**src/rtl/cdc_pkg.sv**
```systemverilog
// rtl/cdc_pkg.sv - shared definitions for the toggle request/acknowledge crossing
package cdc_pkg;

  typedef enum logic {
    ST_IDLE  = 1'b0,
    ST_VALID = 1'b1
  } cdc_state_e;

  localparam int CDC_MIN_SYNC_STAGES = 2;

endpackage

```
**src/rtl/sync_stages.sv**
```systemverilog
// rtl/sync_stages.sv - reset-to-zero flop chain for a single-bit asynchronous input
module sync_stages #(
  parameter int STAGES = 2
) (
  input  logic CLK,
  input  logic RESET_N,
  input  logic D,
  output logic Q
);

  logic [STAGES-1:0] chain_q;
  logic [STAGES-1:0] chain_d;

  generate
    if (STAGES < 2) begin : g_bad_stages
      $error("sync_stages: STAGES must be at least 2");
    end
  endgenerate

  always_comb begin
    chain_d = {chain_q[STAGES-2:0], D};
  end

  always_ff @(posedge CLK) begin
    if (!RESET_N) begin
      chain_q <= '0;
    end else begin
      chain_q <= chain_d;
    end
  end

  assign Q = chain_q[STAGES-1];

endmodule

```
**src/rtl/cross_clock_handshake_rx.sv**
```systemverilog
// rtl/cross_clock_handshake_rx.sv - destination side of the toggle handshake crossing
module cross_clock_handshake_rx
  import cdc_pkg::*;
#(
  parameter int DATA_WIDTH  = 32,
  parameter int SYNC_STAGES = 2,
  parameter int COUNT_WIDTH = 16
) (
  input  logic                   CLK,
  input  logic                   RESET_N,
  input  logic                   ENABLE,
  input  logic                   REQ_TOGGLE,
  input  logic [DATA_WIDTH-1:0]  DATA_IN,
  input  logic                   DATA_READY,
  output logic [DATA_WIDTH-1:0]  DATA_OUT,
  output logic                   DATA_VALID,
  output logic                   ACK_TOGGLE,
  output logic                   OVERRUN,
  output logic [COUNT_WIDTH-1:0] XFER_COUNT
);

  generate
    if (SYNC_STAGES < CDC_MIN_SYNC_STAGES) begin : g_bad_sync
      $error("cross_clock_handshake_rx: SYNC_STAGES below minimum");
    end
  endgenerate

  cdc_state_e            state_q, state_d;
  logic [DATA_WIDTH-1:0] data_q, data_d;
  logic                  req_last_q, req_last_d;
  logic                  ack_q, ack_d;
  logic                  overrun_q, overrun_d;
  logic [COUNT_WIDTH-1:0] count_q, count_d;
  logic                  req_s;
  logic                  req_edge;

  sync_stages #(
    .STAGES (SYNC_STAGES)
  ) u_req_sync (
    .CLK     (CLK),
    .RESET_N (RESET_N),
    .D       (REQ_TOGGLE),
    .Q       (req_s)
  );

  assign req_edge = req_s ^ req_last_q;

  always_comb begin
    state_d    = state_q;
    data_d     = data_q;
    req_last_d = req_last_q;
    ack_d      = ack_q;
    overrun_d  = overrun_q;
    count_d    = count_q;
    unique case (state_q)
      ST_IDLE: begin
        // With ENABLE low req_last stays put, so the edge is held pending.
        if (req_edge && ENABLE) begin
          data_d     = DATA_IN;
          req_last_d = req_s;
          state_d    = ST_VALID;
        end
      end
      ST_VALID: begin
        // A second toggle before the ack is flagged but still consumed later.
        if (req_edge) begin
          overrun_d = 1'b1;
        end
        if (DATA_READY) begin
          ack_d   = ~ack_q;
          count_d = count_q + {{(COUNT_WIDTH-1){1'b0}}, 1'b1};
          state_d = ST_IDLE;
        end
      end
      default: state_d = ST_IDLE;
    endcase
  end

  always_ff @(posedge CLK) begin
    if (!RESET_N) begin
      state_q    <= ST_IDLE;
      data_q     <= '0;
      req_last_q <= 1'b0;
      ack_q      <= 1'b0;
      overrun_q  <= 1'b0;
      count_q    <= '0;
    end else begin
      state_q    <= state_d;
      data_q     <= data_d;
      req_last_q <= req_last_d;
      ack_q      <= ack_d;
      overrun_q  <= overrun_d;
      count_q    <= count_d;
    end
  end

  assign DATA_OUT   = data_q;
  assign DATA_VALID = (state_q == ST_VALID);
  assign ACK_TOGGLE = ack_q;
  assign OVERRUN    = overrun_q;
  assign XFER_COUNT = count_q;

endmodule
```
**config.mk**
```make
export PLATFORM = sky130hd
export DESIGN_NAME = cross_clock_handshake_rx
export DESIGN_NICKNAME = d
export VERILOG_FILES = /design/src/rtl/cdc_pkg.sv /design/src/rtl/sync_stages.sv /design/src/rtl/cross_clock_handshake_rx.sv
export SDC_FILE = /design/constraint.sdc
export NUM_CORES = 1
export LEC_CHECK = 0
export BUFFER_PORTS_ARGS = -buffer_cell sky130_fd_sc_hd__buf_2
export CAP_MARGIN = 20
export CORE_ASPECT_RATIO = 1.25
export CORE_UTILIZATION = 38
export CTS_BUF_LIST = sky130_fd_sc_hd__clkbuf_8
export DETAILED_ROUTE_END_ITERATION = 16
export PLACE_DENSITY = 0.69
export SYNTH_ARGS = -nofsm -noshare
export SYNTH_HDL_FRONTEND = slang
export SYNTH_HIERARCHICAL = 1
export SYNTH_SLANG_ARGS = --single-unit
```
**constraint.sdc**
```tcl
create_clock -name CLK -period 1.3 [get_ports CLK]
set_input_delay 0.065 -clock CLK [delete_from_list [all_inputs] [get_ports CLK]]
set_output_delay 0.065 -clock CLK [all_outputs]
set_load 0.01 [all_outputs]
```
==> results.yml <==
layout:
  nFillCells: 462
  fin_util_pct: 63.2
  final_common_cell: "buf_2"
  final_cell_mix: "buf_2, nand2_1, dfxtp_1"
  n_antenna_cell: 0
  design_area_mm2: 0.00321
  drive_gt1_share_pct: 38.9
  final_cell_count_no_fill: 445
  fin_nets: 420
  area_growth_pct: 59.8
grt:
  overflow: 0
  grt_pass1_wl_um: 8400
  grt_pass1_vias: 1943
  grt_max_degree: 36
  track_usage_pct: 19.7
  antenna_found_initial: 0
die:
  die_area_mm2: 0.00558
  start_util_pct: 39.6
  core_area_mm2: 0.00508
  chipHeight_um: 83.3
  die_w_um: 67.0
  rows: 29
  pin_count: 88
place:
  dp.cells: 404
  place_congestion: 0.753
  io_buffer_count: 87
  place_area_mm2: 0.00270
  detailed_place_hpwl_um: 3550
timing:
  tightest_slew_ns: 0.380
  fin_crit_ns: 1.39
  hold_ws_ns: 0.0109
  final.period_utilization_pct: 107
  slew_violations: 0
  fin_skew_ns: 0.00555
  finalSetupTns_ns: -0.168
  setup_slack_ns: -0.0950
  rsz0062_at_grt: "yes"
  slew_headroom_pct: 74.7
  setup_viol: 3
  fmax_ghz: 0.717
  hold_viol: 0
clock_tree:
  cts_buffer_depth: 2
  numCtsBuffers: 5
  cts_sinks: 54
  clock_latency_ns: 0.30
  clkTransAtPathRegs_ns: 0.09
  htree_levels: 2
  root_buffer: "clkbuf_8"
  cts_tree: "built"
route:
  viasPerCell: 4.78
  ant_nets: 0
  wl_per_cell_um: 12.0
  wl_um: 5350
  drc: 0
  drt_iter0_markers: 121
  dr.pass1.iters: 4
  num_vias: 2125
power_and_ir_drop:
  peakVddDrop_mv: 0.636
  power_density_mw_per_mm2: 897
  leakagePower_nw: 1.42
job:
  maxCapViolations: 0
logic_synthesis:
  synth_seq_area_share_pct: 53.8
  syn_inst: 243
  netlist_area_mm2: 0.00201
  ys_seq_elements: 54
  ys_warn_count: 6
  synth_cell_types: 26
  synthesis.nets: 281
  avgSynthCellArea_um2: 8.27
min_path:
  hp-class: "in -> reg"
worst_setup_path:
  crit_fanout: 4
  crit_type: "reg -> reg"
  arrival_ns: 1.63
  end_kind: "flip-flop"
  critPathRequiredTime_ns: 1.54
  startpoint_type: "flip-flop"
outcome:
  violations: "setup timing"
  status: "complete, but fails checks"
layer usage:
layer | wire length [um] | vias to the layer above | global-route usage (%)
met5 | 0 | - | 0
met2 | 2900 | 49 | 37.2
met4 | 61 | 0 | 5.80
met3 | 236 | 5 | 4.53
met1 | 2160 | 992 | 20.3
li1 | - | 1079 | -
worst max-delay path, cell delays in order, from the launching register on:
cell and delay, ns:
dfxtp_4 0.38, nand4_4 0.11, or3_4 0.39, or3_4 0.34
a21oi_2 0.13
worst paths after layout:
kind,startpoint,depth (start not counted),slack [ns],to
worst min register to register,u_req_sync/chain_q[0]$_SDFF_PN0_,1,0.44,u_req_sync/chain_q[1]$_SDFF_PN0_
worst max register to register,XFER_COUNT[9]$_SDFFE_PN0P_,4,-0.09,XFER_COUNT[14]$_SDFFE_PN0P_
worst max-delay path,XFER_COUNT[9]$_SDFFE_PN0P_,4,-0.09,XFER_COUNT[14]$_SDFFE_PN0P_
worst min-delay path,DATA_IN[25],3,0.01,DATA_OUT[25]$_SDFFE_PN0P_
state kept, by name, summed over array words and instances (netlist names):
register / cells
req_last_q: 1
ACK_TOGGLE: 1
u_req_sync/chain_q: 2
XFER_COUNT: 16
OVERRUN: 1
DATA_OUT: 32
DATA_VALID: 1
logic make-up after synthesis:
family | after synthesis | synth area share [%]
adder cells (fa/ha/maj) | 1 | 0.623
XOR/XNOR | 12 | 5.23
buffers and inverters | 15 | 2.99
AO/OA/AOI/OAI | 45 | 11.2
flip-flops | 54 | 53.8
AND/OR/NAND/NOR | 116 | 26.2
final cells by class:
class / instances / area, um2 / share of cell area [%]
Multi-Input combinational cell: 174 / 937 / 29.2
Timing Repair Buffer: 146 / 987 / 30.7
Inverter: 1 / 3.75 / 0.117
Sequential cell: 54 / 1110 / 34.7
Tap cell: 62 / 77.6 / 2.42
Clock buffer: 6 / 82.6 / 2.57
Clock inverter: 2 / 8.76 / 0.273
per-stage QoR:
step                      total power [mW]  worst slack, ns
after global routing                  3.01           -0.140
after CTS                             2.92          -0.0958
final                                 2.88          -0.0950
after global placement                1.91          -0.0427
after detailed placement              1.91          -0.0788
after floorplan                       1.81          -0.0379
synthesized netlist by cell type:
cell	instances	area (um2)
and3b_1	1	8.76
and4_1	2	17.5
nand2_1	75	282
dfxtp_1	54	1080
xor2_1	9	78.8
nand4_1	4	25.0
o21ai_0	4	20.0
nor2_1	12	45.0
nor4_1	1	6.26
nand3b_1	1	7.51
and4_2	1	10.0
or3_2	1	7.51
and3_2	1	7.51
clkinv_1	1	3.75
clkbuf_1	11	41.3
a21oi_1	41	205
and2_1	2	12.5
nand2b_1	2	12.5
or3_1	4	25.0
or3_4	1	11.3
buf_2	3	15.0
nor3_1	2	10.0
nand4_2	1	12.5
nand3_1	5	25.0
ha_1	1	12.5
xnor2_1	3	26.3
what timing repair did:
action	CTS	global route
buffers inserted	2	0
endpoints found under the hold margin	30	0
hold buffers	31	0
resized for setup	6	20
setup endpoints to repair	12	41
pin swaps	2	4
gates cloned	0	0
power breakdown:
group | total [mW] | internal (mW) | switching, mW
clock network | 0.929 | 0.423 | 0.506
logic | 0.269 | 0.151 | 0.119
registers | 1.68 | 1.67 | 0.0147
(Power assumes the default switching activity.)
